<file path="src/rtl/hazard_ctrl_if.sv">
// Hazard-control signal bundle between the pipeline datapath (master) and hazard_ctrl (slave).
// The HAZARD_STATS_EN macro adds the two statistics counters to the bundle.
interface hazard_ctrl_if;
  logic [2:0]  id_rs1;
  logic [2:0]  id_rs2;
  logic        id_uses_rs1;
  logic        id_uses_rs2;
  logic        ex_mem_read;
  logic [2:0]  ex_write_reg;
  logic        ex_branch_taken;
  logic        mem_req;
  logic        dmem_ready;
  logic        halt_req;
  logic        pc_stall;
  logic        if_id_stall;
  logic        id_ex_stall;
  logic        ex_mem_stall;
  logic        if_id_flush;
  logic        id_ex_flush;
  logic        ex_mem_flush;
  logic        mem_wb_flush;
  logic        mem_error;
  logic        halted;
`ifdef HAZARD_STATS_EN
  logic [15:0] stall_cycles;
  logic [15:0] flush_events;
`endif

  modport master (
    output id_rs1, id_rs2, id_uses_rs1, id_uses_rs2, ex_mem_read, ex_write_reg,
           ex_branch_taken, mem_req, dmem_ready, halt_req,
    input  pc_stall, if_id_stall, id_ex_stall, ex_mem_stall,
           if_id_flush, id_ex_flush, ex_mem_flush, mem_wb_flush,
`ifdef HAZARD_STATS_EN
           stall_cycles, flush_events,
`endif
           mem_error, halted
  );

  modport slave (
    input  id_rs1, id_rs2, id_uses_rs1, id_uses_rs2, ex_mem_read, ex_write_reg,
           ex_branch_taken, mem_req, dmem_ready, halt_req,
    output pc_stall, if_id_stall, id_ex_stall, ex_mem_stall,
           if_id_flush, id_ex_flush, ex_mem_flush, mem_wb_flush,
`ifdef HAZARD_STATS_EN
           stall_cycles, flush_events,
`endif
           mem_error, halted
  );
endinterface

</file>
<file path="src/rtl/hazard_ctrl.sv">
// Stall/flush sequencer for the five-stage pipeline: load-use, taken branch, data-memory wait
// with timeout, and sticky halt. Define HAZARD_STATS_EN to add stall/flush event counters.
module hazard_ctrl #(
  parameter int MEM_TIMEOUT = 16
) (
  input  logic          clk,
  input  logic          rst_n,
  hazard_ctrl_if.slave  hz
);

  typedef enum logic [1:0] {RUN, MEM_WAIT, HALT} state_t;

  localparam logic [7:0] TIMEOUT_C = 8'(MEM_TIMEOUT);

  state_t     r_state, w_state_nxt;
  logic [7:0] r_wait_cnt, w_wait_cnt_nxt;
  logic       r_mem_error, w_mem_error_nxt;
  logic       r_halted;

  logic w_mem_wait, w_load_use;
  logic w_pc_stall, w_if_id_stall, w_id_ex_stall, w_ex_mem_stall;
  logic w_if_id_flush, w_id_ex_flush, w_ex_mem_flush, w_mem_wb_flush;

  assign w_mem_wait = hz.mem_req & ~hz.dmem_ready;
  // r0 is deliberately not excluded: a match on register 0 still stalls.
  assign w_load_use = hz.ex_mem_read &
                      ((hz.id_uses_rs1 & (hz.id_rs1 == hz.ex_write_reg)) |
                       (hz.id_uses_rs2 & (hz.id_rs2 == hz.ex_write_reg)));

  always_comb begin
    w_state_nxt     = r_state;
    w_wait_cnt_nxt  = r_wait_cnt;
    w_mem_error_nxt = r_mem_error;
    w_pc_stall      = 1'b0;
    w_if_id_stall   = 1'b0;
    w_id_ex_stall   = 1'b0;
    w_ex_mem_stall  = 1'b0;
    w_if_id_flush   = 1'b0;
    w_id_ex_flush   = 1'b0;
    w_ex_mem_flush  = 1'b0;
    w_mem_wb_flush  = 1'b0;
    case (r_state)
      RUN: begin
        if (w_mem_wait) begin
          // Branch and load-use are re-evaluated after the wait since EX and ID are held.
          w_pc_stall     = 1'b1;
          w_if_id_stall  = 1'b1;
          w_id_ex_stall  = 1'b1;
          w_ex_mem_stall = 1'b1;
          w_mem_wb_flush = 1'b1;
          w_state_nxt    = MEM_WAIT;
          w_wait_cnt_nxt = 8'd1;
        end else begin
          if (hz.ex_branch_taken) begin
            w_if_id_flush = 1'b1;
            w_id_ex_flush = 1'b1;
          end else if (w_load_use) begin
            w_pc_stall    = 1'b1;
            w_if_id_stall = 1'b1;
            w_id_ex_flush = 1'b1;
          end
          if (hz.halt_req) w_state_nxt = HALT;
        end
      end
      MEM_WAIT: begin
        if (hz.dmem_ready) begin
          // All controls released so MEM/WB captures the completed access.
          w_state_nxt    = RUN;
          w_wait_cnt_nxt = 8'd0;
        end else begin
          w_pc_stall     = 1'b1;
          w_if_id_stall  = 1'b1;
          w_id_ex_stall  = 1'b1;
          w_ex_mem_stall = 1'b1;
          w_mem_wb_flush = 1'b1;
          if (r_wait_cnt == TIMEOUT_C) begin
            w_mem_error_nxt = 1'b1;
            w_state_nxt     = HALT;
          end else begin
            w_wait_cnt_nxt = r_wait_cnt + 8'd1;
          end
        end
      end
      HALT: begin
        w_pc_stall     = 1'b1;
        w_if_id_stall  = 1'b1;
        w_id_ex_stall  = 1'b1;
        w_ex_mem_stall = 1'b1;
        w_mem_wb_flush = 1'b1;
      end
      default: w_state_nxt = RUN;
    endcase
  end

  always_ff @(posedge clk or negedge rst_n) begin
    if (!rst_n) begin
      r_state     <= RUN;
      r_wait_cnt  <= 8'd0;
      r_mem_error <= 1'b0;
      r_halted    <= 1'b0;
    end else begin
      r_state     <= w_state_nxt;
      r_wait_cnt  <= w_wait_cnt_nxt;
      r_mem_error <= w_mem_error_nxt;
      r_halted    <= (r_state == HALT);
    end
  end

  assign hz.pc_stall     = w_pc_stall;
  assign hz.if_id_stall  = w_if_id_stall;
  assign hz.id_ex_stall  = w_id_ex_stall;
  assign hz.ex_mem_stall = w_ex_mem_stall;
  assign hz.if_id_flush  = w_if_id_flush;
  assign hz.id_ex_flush  = w_id_ex_flush;
  assign hz.ex_mem_flush = w_ex_mem_flush;
  assign hz.mem_wb_flush = w_mem_wb_flush;
  assign hz.mem_error    = r_mem_error;
  assign hz.halted       = r_halted;

`ifdef HAZARD_STATS_EN
  logic [15:0] r_stall_cycles, r_flush_events;

  always_ff @(posedge clk or negedge rst_n) begin
    if (!rst_n) begin
      r_stall_cycles <= 16'd0;
      r_flush_events <= 16'd0;
    end else begin
      if (w_pc_stall && (r_stall_cycles != 16'hFFFF))
        r_stall_cycles <= r_stall_cycles + 16'd1;
      if (w_if_id_flush && (r_flush_events != 16'hFFFF))
        r_flush_events <= r_flush_events + 16'd1;
    end
  end

  assign hz.stall_cycles = r_stall_cycles;
  assign hz.flush_events = r_flush_events;
`endif

endmodule
</file>
<file path="src/flat_wrapper.sv">
// flat-port wrapper written by rule: the top's interface ports become plain ports
module hazard_ctrl_flat 
#(
  parameter int MEM_TIMEOUT = 16
)
  (clk, rst_n, hz_id_rs1, hz_id_rs2, hz_id_uses_rs1, hz_id_uses_rs2, hz_ex_mem_read, hz_ex_write_reg, hz_ex_branch_taken, hz_mem_req, hz_dmem_ready, hz_halt_req, hz_pc_stall, hz_if_id_stall, hz_id_ex_stall, hz_ex_mem_stall, hz_if_id_flush, hz_id_ex_flush, hz_ex_mem_flush, hz_mem_wb_flush, hz_mem_error, hz_halted);
  hazard_ctrl_if hz_i ();
  input  logic clk;
  input  logic rst_n;
  input wire logic [$bits(hz_i.id_rs1)-1:0] hz_id_rs1;
  input wire logic [$bits(hz_i.id_rs2)-1:0] hz_id_rs2;
  input wire logic [$bits(hz_i.id_uses_rs1)-1:0] hz_id_uses_rs1;
  input wire logic [$bits(hz_i.id_uses_rs2)-1:0] hz_id_uses_rs2;
  input wire logic [$bits(hz_i.ex_mem_read)-1:0] hz_ex_mem_read;
  input wire logic [$bits(hz_i.ex_write_reg)-1:0] hz_ex_write_reg;
  input wire logic [$bits(hz_i.ex_branch_taken)-1:0] hz_ex_branch_taken;
  input wire logic [$bits(hz_i.mem_req)-1:0] hz_mem_req;
  input wire logic [$bits(hz_i.dmem_ready)-1:0] hz_dmem_ready;
  input wire logic [$bits(hz_i.halt_req)-1:0] hz_halt_req;
  output wire logic [$bits(hz_i.pc_stall)-1:0] hz_pc_stall;
  output wire logic [$bits(hz_i.if_id_stall)-1:0] hz_if_id_stall;
  output wire logic [$bits(hz_i.id_ex_stall)-1:0] hz_id_ex_stall;
  output wire logic [$bits(hz_i.ex_mem_stall)-1:0] hz_ex_mem_stall;
  output wire logic [$bits(hz_i.if_id_flush)-1:0] hz_if_id_flush;
  output wire logic [$bits(hz_i.id_ex_flush)-1:0] hz_id_ex_flush;
  output wire logic [$bits(hz_i.ex_mem_flush)-1:0] hz_ex_mem_flush;
  output wire logic [$bits(hz_i.mem_wb_flush)-1:0] hz_mem_wb_flush;
  output wire logic [$bits(hz_i.mem_error)-1:0] hz_mem_error;
  output wire logic [$bits(hz_i.halted)-1:0] hz_halted;
  assign hz_i.id_rs1 = hz_id_rs1;
  assign hz_i.id_rs2 = hz_id_rs2;
  assign hz_i.id_uses_rs1 = hz_id_uses_rs1;
  assign hz_i.id_uses_rs2 = hz_id_uses_rs2;
  assign hz_i.ex_mem_read = hz_ex_mem_read;
  assign hz_i.ex_write_reg = hz_ex_write_reg;
  assign hz_i.ex_branch_taken = hz_ex_branch_taken;
  assign hz_i.mem_req = hz_mem_req;
  assign hz_i.dmem_ready = hz_dmem_ready;
  assign hz_i.halt_req = hz_halt_req;
  assign hz_pc_stall = hz_i.pc_stall;
  assign hz_if_id_stall = hz_i.if_id_stall;
  assign hz_id_ex_stall = hz_i.id_ex_stall;
  assign hz_ex_mem_stall = hz_i.ex_mem_stall;
  assign hz_if_id_flush = hz_i.if_id_flush;
  assign hz_id_ex_flush = hz_i.id_ex_flush;
  assign hz_ex_mem_flush = hz_i.ex_mem_flush;
  assign hz_mem_wb_flush = hz_i.mem_wb_flush;
  assign hz_mem_error = hz_i.mem_error;
  assign hz_halted = hz_i.halted;
  hazard_ctrl #(.MEM_TIMEOUT(MEM_TIMEOUT)) u_core (.clk(clk), .rst_n(rst_n), .hz(hz_i));
endmodule
</file>
<file path="config.mk">
export PLATFORM = sky130hd
export DESIGN_NAME = hazard_ctrl_flat
export DESIGN_NICKNAME = d
export VERILOG_FILES = /design/src/rtl/hazard_ctrl_if.sv /design/src/rtl/hazard_ctrl.sv /design/src/flat_wrapper.sv
export SDC_FILE = /design/constraint.sdc
export NUM_CORES = 1
export LEC_CHECK = 0
export CAP_MARGIN = 10
export CORE_MARGIN = 3
export CORE_UTILIZATION = 42
export CTS_BUF_LIST = sky130_fd_sc_hd__clkbuf_16
export CTS_CLUSTER_SIZE = 8
export DETAILED_ROUTE_END_ITERATION = 8
export PLACE_DENSITY_LB_ADDON = 0.25
export SETUP_SLACK_MARGIN = 0.4
export SYNTH_ARGS = -nofsm -noshare
export SYNTH_HDL_FRONTEND = slang
export SYNTH_SLANG_ARGS = --single-unit
</file>
<file path="constraint.sdc">
create_clock -name clk -period 5.5 [get_ports clk]
set_clock_uncertainty 0.15 [all_clocks]
set_input_delay 1.65 -clock clk [delete_from_list [all_inputs] [get_ports clk]]
set_output_delay 1.65 -clock clk [all_outputs]
set_load 0.02 [all_outputs]
</file>
Word-level counts from Yosys, hierarchy flattened
Cells that the tools add are included.
{"block": "totals", "output_inout_bits": 10, "elab_cells": 48, "reg_bits": 12, "inputBits": 18}
{"block": "classes", "bitwise": 7, "eq_ne": 9, "mux": 22, "n_reduce_logical": 5, "add_sub_neg": 1}
{"cell": "8-bit two-way mux", "n": 3}
{"cell": "8-bit case mux with 2 select lines", "n": 1}
{"cell": "1-bit two-way mux", "n": 11}
{"cell": "3-bit AND reduction", "n": 3}
{"cell": "8-bit by 1-bit adder with 8-bit output, second input constant", "n": 1}
{"cell": "8-bit by 5-bit equality test with 1-bit output, second input constant", "n": 1}
{"cell": "2-bit two-way mux", "n": 4}
{"cell": "3-bit equality test", "n": 2}
{"cell": "3-bit by 2-bit inequality test with 1-bit output, second input constant", "n": 2}
{"cell": "1-bit case mux with 3 select lines", "n": 2}
{"cell": "2-bit case mux with 3 select lines", "n": 1}
{"cell": "1-bit bitwise AND", "n": 4}
{"cell": "3-bit inequality test, second input constant", "n": 1}
{"cell": "2-bit by 1-bit equality test with 1-bit output, second input constant", "n": 1}
{"cell": "2-bit equality test, second input constant", "n": 1}
{"cell": "2-bit logical NOT", "n": 1}
{"cell": "2-bit by 1-bit inequality test with 1-bit output, second input constant", "n": 1}
{"cell": "1-bit inverter", "n": 2}
{"cell": "2-bit nonzero test", "n": 1}
{"cell": "1-bit OR", "n": 1}

Logic depth before layout (Yosys ltp)
{"block": "depth", "word_depth": 8, "depth_mapped": 6, "depth_no_buf": 6}

Worst setup path before layout
No wires, ideal clock.
{"block": "synth_path", "path_type": "input-to-output", "start": "input hz_mem_req", "end": "output hz_pc_stall", "cell_stages": 4, "arrival_ps": 2575, "required_ps": 3700, "path_slack_ps": 1125, "path_cell_list": "o21ai_0 nand2b_1 a41o_1 buf_4"}
{"block": "synth_between", "elab_chain_len": 3}
{"item": "start, declared", "line_no": "flat_wrapper.sv:17", "source": "input wire logic [$bits(hz_i.mem_req)-1:0] hz_mem_req;"}
{"item": "1-bit bitwise AND", "line_no": "hazard_ctrl.sv:24", "source": "assign w_mem_wait = hz.mem_req & ~hz.dmem_ready;"}
{"item": "1-bit two-way mux"}
{"item": "1-bit case mux with 3 select lines"}
{"item": "end, declared", "line_no": "flat_wrapper.sv:20", "source": "output wire logic [$bits(hz_i.pc_stall)-1:0] hz_pc_stall;"}
No other way between the ends.

Worst setup path in the final report
{"block": "layout_path", "start": "input hz_mem_req", "end": "output hz_if_id_flush"}
{"block": "layout_between", "elab_chain_len": 3}
{"item": "1-bit bitwise AND", "line_no": "hazard_ctrl.sv:24"}
{"item": "1-bit two-way mux", "line_no": "hazard_ctrl.sv:44", "source": "if (w_mem_wait) begin"}
{"item": "1-bit two-way mux", "line_no": "hazard_ctrl.sv:42", "source": "case (r_state)"}
{"item": "end, declared", "line_no": "flat_wrapper.sv:24", "source": "output wire logic [$bits(hz_i.if_id_flush)-1:0] hz_if_id_flush;"}
No other way between the ends.

==> results.txt <==
The flow ran to the end, and the final reports show no timing, DRC or antenna violations. The net count after synthesis is 103. From synthesis to final layout, the design area changed by 40.9%.

The first global-routing pass estimated 2980 um of wire. The fraction of registers with async set or reset after synthesis is 1.00. The tightest min-delay check is of the flip-flop to flip-flop type. The last weighted congestion value of the routability-driven placer is about 0.84. The required time of the worst setup path is roughly 3700 ps. The proportion of layout cells with a drive suffix above 1 came out at 0.0841.

The critical path starts at hz_mem_req. The number of vias after detailed routing came out at 700. The number of pins with negative max-slew slack in the final report came out at 0.

Synthesis handed over a netlist of 83 instances. CTS placed an instance of sky130_fd_sc_hd__clkbuf_16 at the clock tree root. The maximum VDD drop came out at between 150 and 200 uV. The clock transition at the register clock pins on the worst setup and hold paths after CTS is 40 ps. The maximum clock frequency came out at 205 MHz. The signal on the critical path passes through clkdlybuf4s50_1 > nand2b_1 > and3_1 > clkdlybuf4s50_1. The number of global-route vias before repair is about 720. The total routed wirelength is 1780 um. The die area is 2460 um2.

The number of optimization iterations in the first detailed-route pass is 4. The average instance in the mapped netlist occupies roughly 9.6 um2. The DRC marker count from the first detailed-route iteration is 7. By area the synthesized netlist is led by sky130_fd_sc_hd__dfrtp_1, sky130_fd_sc_hd__xnor2_1, sky130_fd_sc_hd__xor2_1, sky130_fd_sc_hd__buf_4, sky130_fd_sc_hd__nor2_1. The clock tree from TritonCTS is done. The power per unit of standard cell area came out at 262 nW/um2. The critical path is of the input port to primary output type. The post-route minimum period came out at 4870 ps. The slew at the pin closest to its max-slew limit came out at roughly 560 ps. The number of buffers created by CTS came out at 3.

In the synthesized netlist the dominant register cell turns out to be sky130_fd_sc_hd__dfrtp_1. The number of setup buffers added after CTS is 0. The number of buffer cells added on primary ports came out at 26. The worst hold path begins at u_core.hz.mem_error. The critical path buffer and inverter count is 2. Measured along the y axis, the die boundary spans about 50 um. Once placement finished, the instance area stood at 1050 um2.

The die span in x is 49.6 um. The source of the worst register-to-register timing path is u_core.r_wait_cnt[0]. The met3 routed wirelength came out at 121 um. The global-route congestion overflow total is 0. The number of flops mapped to enable cells by yosys is 0.

The count of nets after finishing came out at 129. In this run the worst path has a maximum fanout of 4. The endpoint class of the critical path is a primary output. The largest total area in the synthesized netlist belongs to sky130_fd_sc_hd__dfrtp_1. The latest clock arrival within the worst-skew pair is 240 ps.

The number of max-capacitance violations reported came out at 0. Counting distinct cell types in the post-synthesis netlist gives 32. The detailed router put a total of 721 um of wire on met1. Setup repair after global routing left no endpoint under its margin. The leakage power summed over all cells is between 0.4 and 0.5 nW. Signal routing reaches up to met4. For this run, design rule violations remaining after detail routing come to 0.

In this run the remaining antenna-violating nets after routing total 0. The detailed-placement wirelength estimate came out at 1350 um. The diode insertion count for antenna repair is 0. The yosys synthesis warning count is 0. Dividing the detail-routed via count by the number of cells gives 5.30.

The cell area that synthesis handed to floorplanning was about 800 um2. For this design, the sink count on the clock tree is 12. The category of the worst setup path launch point is an input port. The H-tree depth came out at 1. The cell with the largest stage delay on the worst path is sky130_fd_sc_hd__clkdlybuf4s50_1. The share of the Yosys chip area taken by registers is 0.376. The dominant cell by count in the synthesized netlist is sky130_fd_sc_hd__dfrtp_1. The deepest clock path buffer count came out at 2.

The finished cells cover 1120 um2. Entering global routing, the biggest net connects 14 pins. The number of setup violations in the final report came out at 0.

The total negative slack is 0 ps. The arrival time of data at the critical path endpoint came out at between 3000 and 4000 ps. After synthesis, the most frequently instantiated cells are sky130_fd_sc_hd__dfrtp_1, sky130_fd_sc_hd__nor2_1, sky130_fd_sc_hd__xnor2_1. The worst slew margin relative to its limit came out at 0.627. The initial core utilization is 0.452. The floorplan row count came out at 15. The final critical-path share of the clock period came out at 0.886.

The amount of wire on met2 after detailed routing is 924 um. The number of antenna violations at the first check in global routing came out at 0. The critical path's largest stage delay came out at 610 ps. The fraction of post-synthesis cell area in the top cell type by area came out at 0.376.

The number of hold violations in the final report is 0. For this run, the share of the core covered by cells in the final layout is 0.638. The category of cells accounting for the largest share of critical-path delay is buffers and inverters.

The count of pins on the block boundary is 28. The most numerous cell type found on the critical path is sky130_fd_sc_hd__clkdlybuf4s50_1. The total routing usage reported by global routing is 0.163. The core outline area came out at between 1500 and 2000 um2.

The per-cell routed wire length came out at 13.5 um. The register bit count reported by yosys is 12.
==> cells by family after synthesis <==
kind of cell / after synthesis / synth area share
adders and majority gates: 2 / 0.0313
and+or+nand+nor: 31 / 0.229
buffers and inverters: 9 / 0.0627
muxes: 1 / 0.0188
other: 1 / 0.00470
AOI/OAI and AO/OA: 16 / 0.157
xor gates and xnor gates: 11 / 0.121
DFF: 12 / 0.376
==> through the flow <==
step	setup WS (ps)	power, mW	hold WS, ps	std cells
finish	629	0.295	366	132
global placement	354	0.166	310	129
floorplan	1130	0.142	355	83
CTS	462	0.298	367	132
global route	568	0.311	377	132
detailed placement	301	0.167	315	129
==> registers in the layout, indices dropped and copies added (netlist names) <==
signal               cells
u_core.r_state           2
u_core.r_wait_cnt        8
u_core.hz.mem_error      1
u_core.hz.halted         1
==> where the power goes <==
part           switching, mW  leakage [nW]  total (mW)  internal [mW]
Combinational         0.0220         0.300      0.0527         0.0308
Sequential            0.0145         0.150       0.113         0.0990
Clock                 0.0343        0.0370       0.129         0.0944
Total                 0.0708         0.487       0.295          0.224
==> per-layer routing <==
layer	vias up	global-route usage
met5	-	0
met4	0	0.111
met3	2	0.0393
met2	31	0.293
met1	327	0.163
li1	340	-
==> cell type report <==
cell class	instances	area, um2
inverter	4	15.0
clock buffer	3	75.1
multi-input combinational	62	448
timing repair buffer	26	255
tap	25	31.3
sequential	12	300
fill	157	639
==> worst paths after layout <==
check                      slack (ps)  cells past startpoint                   end
max                               630                      4        hz_if_id_flush
min                               370                      1   u_core.hz.mem_error
max reg2reg                      3570                      6  u_core.r_wait_cnt[0]
min reg2reg                       370                      1   u_core.hz.mem_error
max in group asynchronous        3210                      1   u_core.hz.mem_error
min in group asynchronous        1630                      1  u_core.r_wait_cnt[7]
==> repair_timing <==
action | in CTS | in global routing
hold endpoints to repair | 0 | 0
gates resized for setup | 6 | 1
hold buffers | 0 | 0
setup endpoints to repair | 6 | 1
==> cell usage in the layout, fill, tap and decap left out, drive strengths merged, types with 2 or more instances in the layout <==
| cell type | netlist | final |
|---|---|---|
| dfrtp | 12 | 12 |
| nor2 | 8 | 8 |
| xnor2 | 7 | 7 |
| dlygate4sd2 | 0 | 6 |
| clkbuf | 0 | 3 |
| and2b | 2 | 2 |
| clkdlybuf4s50 | 0 | 19 |
| o21ai | 3 | 3 |
| nand2 | 4 | 4 |
| and3 | 4 | 4 |
| a41o | 2 | 2 |
| ha | 2 | 2 |
| o211ai | 2 | 2 |
| a21oi | 5 | 5 |
| inv | 4 | 4 |
| nand2b | 3 | 3 |
| xor2 | 4 | 4 |
| nand4 | 3 | 3 |
Power figures use the tool's default switching activity.
==> patch 1, RTL diff (config.mk and constraints unchanged) <==
Re-encode `state_t` (3 states) as one-hot, 3 bits wide.
--- a/src/rtl/hazard_ctrl.sv
+++ b/src/rtl/hazard_ctrl.sv
@@ -9,5 +9,5 @@
 );
 
-  typedef enum logic [1:0] {RUN, MEM_WAIT, HALT} state_t;
+  typedef enum logic [2:0] {RUN = 3'b001, MEM_WAIT = 3'b010, HALT = 3'b100} state_t;
 
   localparam logic [7:0] TIMEOUT_C = 8'(MEM_TIMEOUT);
Behaviour: no difference found for any inputs over 10 cycles, from zero or initial values and one cycle with rst_n low; not proved beyond that.
==> patch 1 against the original RTL <==
- routed wire length is 13% higher
- highest routed layer unchanged
- setup slack worse by 0.15 ns
- global-route usage is 0.62 points higher
- sequential share of layout area is 0.12 points lower
- cell area is 9.2% higher
- critical endpoint unchanged
- synthesized area is 15% higher
- sequential cell count is 1 higher
Power is not compared: it rests on default switching activity, and its combinational part moved more than twofold at a synthesized area within 25%.
==> patch 1: results (changes against the original RTL) <==
status=complete, no violations (unchanged); biggest regs=u_core.r_wait_cnt (8), u_core.r_state (3) (was u_core.r_wait_cnt (8), u_core.r_state (2)); Layout non-clock buf frac=0.212 (was 0.227); met2 Use GR=0.246 (was 0.293); R2R Path Start=u_core.r_state[1] (was u_core.r_wait_cnt[0]); met3 Use GR=0.0655 (was 0.0393); multi-input gates=78 (was 62); Slew HR=0.378 (was 0.627); tap cells=27 (was 25); WL final=2020 microns (was 1780 microns); RD Place Congestion=0.822 (was 0.844); sequential-to-total area share from yosys stat=0.357 (was 0.376); vias per inst=5.28 (was 5.30); Post-DP HPWL=1550 microns (was 1350 microns); Total Nets Final=145 (was 129); R2R cell count=4 (was 6); Mapped Avg Cell Area=9.16 sq um (was 9.62 sq um); Non-clk invs=2 (was 4); Hold WS=0.322 ns (was 0.366 ns); compound-gate portion of the synthesized area=0.168 (was 0.157); met1 global-route usage=0.236 (was 0.163); Post-Synth XOR/XNOR Area=0.0669 (was 0.121); Total Routing Usage GR=0.169 (was 0.163); RR Endpoint=u_core.r_wait_cnt[2] (was u_core.r_wait_cnt[0]); Post-Syn Nets=120 (was 103); number of non-clock buffers in the layout=27 (was 26); wire per inst=13.4 microns (was 13.5 microns); Iter 0 DRT Violations=17 (was 7); fraction of area in registers=0.266 (was 0.267); area of the multi-input gates=522 sq um (was 448 sq um)
[patch 1: repair_timing]
item | 4_1_cts | 5_1_grt
endpoints found under the setup margin | 6 | 0
buffers inserted | 0 | 0
gates resized for setup | 6 | 0
[patch 1: kinds of logic (layout without fill, tap and decap cells)]
kind of cell,after synthesis,after routing
AND/OR/NAND/NOR,42,42
other,1,1
flip-flops,13,13
AO/OA/AOI/OAI,23,23
buffers and inverters,9,33
adder cells (fa/ha/maj),2,2
multiplexers,3,3
XOR/XNOR,7,7
[patch 1: power by group through the flow]
stage	Clock [mW]	Sequential (mW)	Combinational, mW
global route	0.147	0.0966	0.0256
CTS	0.140	0.0967	0.0239
detailed placement	0	0.0982	0.0238
global placement	0	0.0981	0.0230
floorplan	0	0.0981	0.00759
finish	0.136	0.0968	0.0234
[patch 1: worst max-delay path: cells and delay by family]
family | cells | cell delay (ns)
simple gates | 2 | 0.37
buf+inv | 2 | 1.20
==> patch 2, RTL diff (same settings) <==
Made on the original files. `MEM_TIMEOUT` is set to 16 in 2 places; all go to 8.
--- a/src/rtl/hazard_ctrl.sv
+++ b/src/rtl/hazard_ctrl.sv
@@ -2,5 +2,5 @@
 // with timeout, and sticky halt. Define HAZARD_STATS_EN to add stall/flush event counters.
 module hazard_ctrl #(
-  parameter int MEM_TIMEOUT = 16
+  parameter int MEM_TIMEOUT = 8
 ) (
   input  logic          clk,
--- a/src/flat_wrapper.sv
+++ b/src/flat_wrapper.sv
@@ -2,5 +2,5 @@
 module hazard_ctrl_flat 
 #(
-  parameter int MEM_TIMEOUT = 16
+  parameter int MEM_TIMEOUT = 8
 )
   (clk, rst_n, hz_id_rs1, hz_id_rs2, hz_id_uses_rs1, hz_id_uses_rs2, hz_ex_mem_read, hz_ex_write_reg, hz_ex_branch_taken, hz_mem_req, hz_dmem_ready, hz_halt_req, hz_pc_stall, hz_if_id_stall, hz_id_ex_stall, hz_ex_mem_stall, hz_if_id_flush, hz_id_ex_flush, hz_ex_mem_flush, hz_mem_wb_flush, hz_mem_error, hz_halted);
Check against the original RTL: not equivalent (a bounded check fails within 10 cycles, from zero or initial values and one cycle with rst_n low).
==> patch 2 against the original RTL <==
- combinational power up 32%
- die area down 1.8%
- register-to-register slack worse by 0.36 ns
- sequential cell count unchanged
- routed wire length down 3.7%
- utilization up 4.3 points
- synthesized cell count up 6.0%
- cell area down 1.4%
- synthesized area down 2.0%
- setup slack worse by 0.066 ns
- first-iteration DRC count up 14%
- power up 12%
- fmax down 1.3%
- highest routed layer unchanged
==> patch 2: results (changes against the original RTL) <==
RR Endpoint=u_core.r_wait_cnt[6] (was u_core.r_wait_cnt[0]); crit-path max FO=5 (was 4); area of the multi-input gates=425 sq um (was 448 sq um); Slew HR=0.632 (was 0.627); Post-DP HPWL=1350 microns (about the same); DR top layer=met4 (unchanged); Post-Syn Nets=108 (was 103); Total Nets Final=133 (was 129); maximum vdd drop=0.298 mV (was 0.151 mV); Iter 0 DRT Violations=8 (was 7); WP data arrival=3.14 ns (was 3.07 ns); Place WS=0.228 ns (was 0.301 ns); post-route clock period utilization=0.898 (was 0.886); Lkg Pwr=0.466 nW (was 0.487 nW); sequential-to-total area share from yosys stat=0.384 (was 0.376); WL final=1720 microns (was 1780 microns); synth cell count leaders=dfrtp_1 (12), xnor2_1 (8), a21oi_1 (7), nor2_1 (7), o21ai_0 (7) (was dfrtp_1 (12), nor2_1 (8), xnor2_1 (7)); first-pass GRT wire length=3020 microns (was 2980 microns); vias per inst=4.94 (was 5.30); FILL cells=144 (was 157); placed inst area=0.00103 sq mm (was 0.00105 sq mm); layout cell share with drive strength beyond 1=0.0536 (was 0.0841); FF-to-FF setup slack=3.21 ns (was 3.57 ns); Mapped Avg Cell Area=8.89 sq um (was 9.62 sq um); CTS resizes=7 (was 6); status=complete, no violations (unchanged); met2 Use GR=0.241 (was 0.293); met3 Use GR=0.0673 (was 0.0393); Net Sw Power=0.0905 mW (was 0.0708 mW); met3 WL=89 microns (was 121 microns); RD Place Congestion=0.820 (was 0.844); H-Tree Depth=1 (unchanged); R2R cell count=7 (was 6); WL met2=840 microns (was 924 microns); Hold WS=0.313 ns (was 0.366 ns); crit path launch=hz_dmem_ready (was hz_mem_req); end of the critical path=hz_if_id_stall (was hz_if_id_flush); met1 global-route usage=0.221 (was 0.163); synth top area cells=dfrtp_1 (38%), xnor2_1 (9.0%), a21oi_1 (4.5%) (was dfrtp_1 (38%), xnor2_1 (7.7%), xor2_1 (4.4%)); Total Routing Usage GR=0.164 (was 0.163); via count=672 (was 700); synth warn=0 (unchanged); vias in the first global route=635 (was 721); WL met1=768 microns (was 721 microns); count of cell types in the netlist=28 (was 32); largest net degree at the start of global routing=14 (unchanged)
[patch 2: cells by family after synthesis]
group | share of synthesized area
DFF | 0.384
xor gates and xnor gates | 0.101
buffers and inverters | 0.0720
muxes | 0.0144
adders and majority gates | 0.0320
other | 0.00480
and+or+nand+nor | 0.206
AOI/OAI and AO/OA | 0.186
[patch 2: critical path, cell delays in order]
cell,delay [ns]
clkdlybuf4s50_1,0.59
nor2_1,0.08
o21ai_0,0.10
o21ai_0,0.19
a21o_1,0.20
dlygate4sd2_1,0.32
[patch 2: layout make-up]
cell class,instances,area share
clock buffers,3,0.0677
clock inverters,1,0.00339
inverters,5,0.0169
multi-input cells,65,0.384
flip-flops and latches,12,0.271
well taps,24,0.0271
repair buffers,26,0.230
[patch 2: power by group through the flow]
stage	Clock, mW	Combinational [mW]	Sequential, mW
global placement	0	0.0688	0.129
finish	0.131	0.0697	0.128
detailed placement	0	0.0699	0.129
global route	0.141	0.0804	0.132
CTS	0.135	0.0709	0.129
floorplan	0	0.0461	0.124
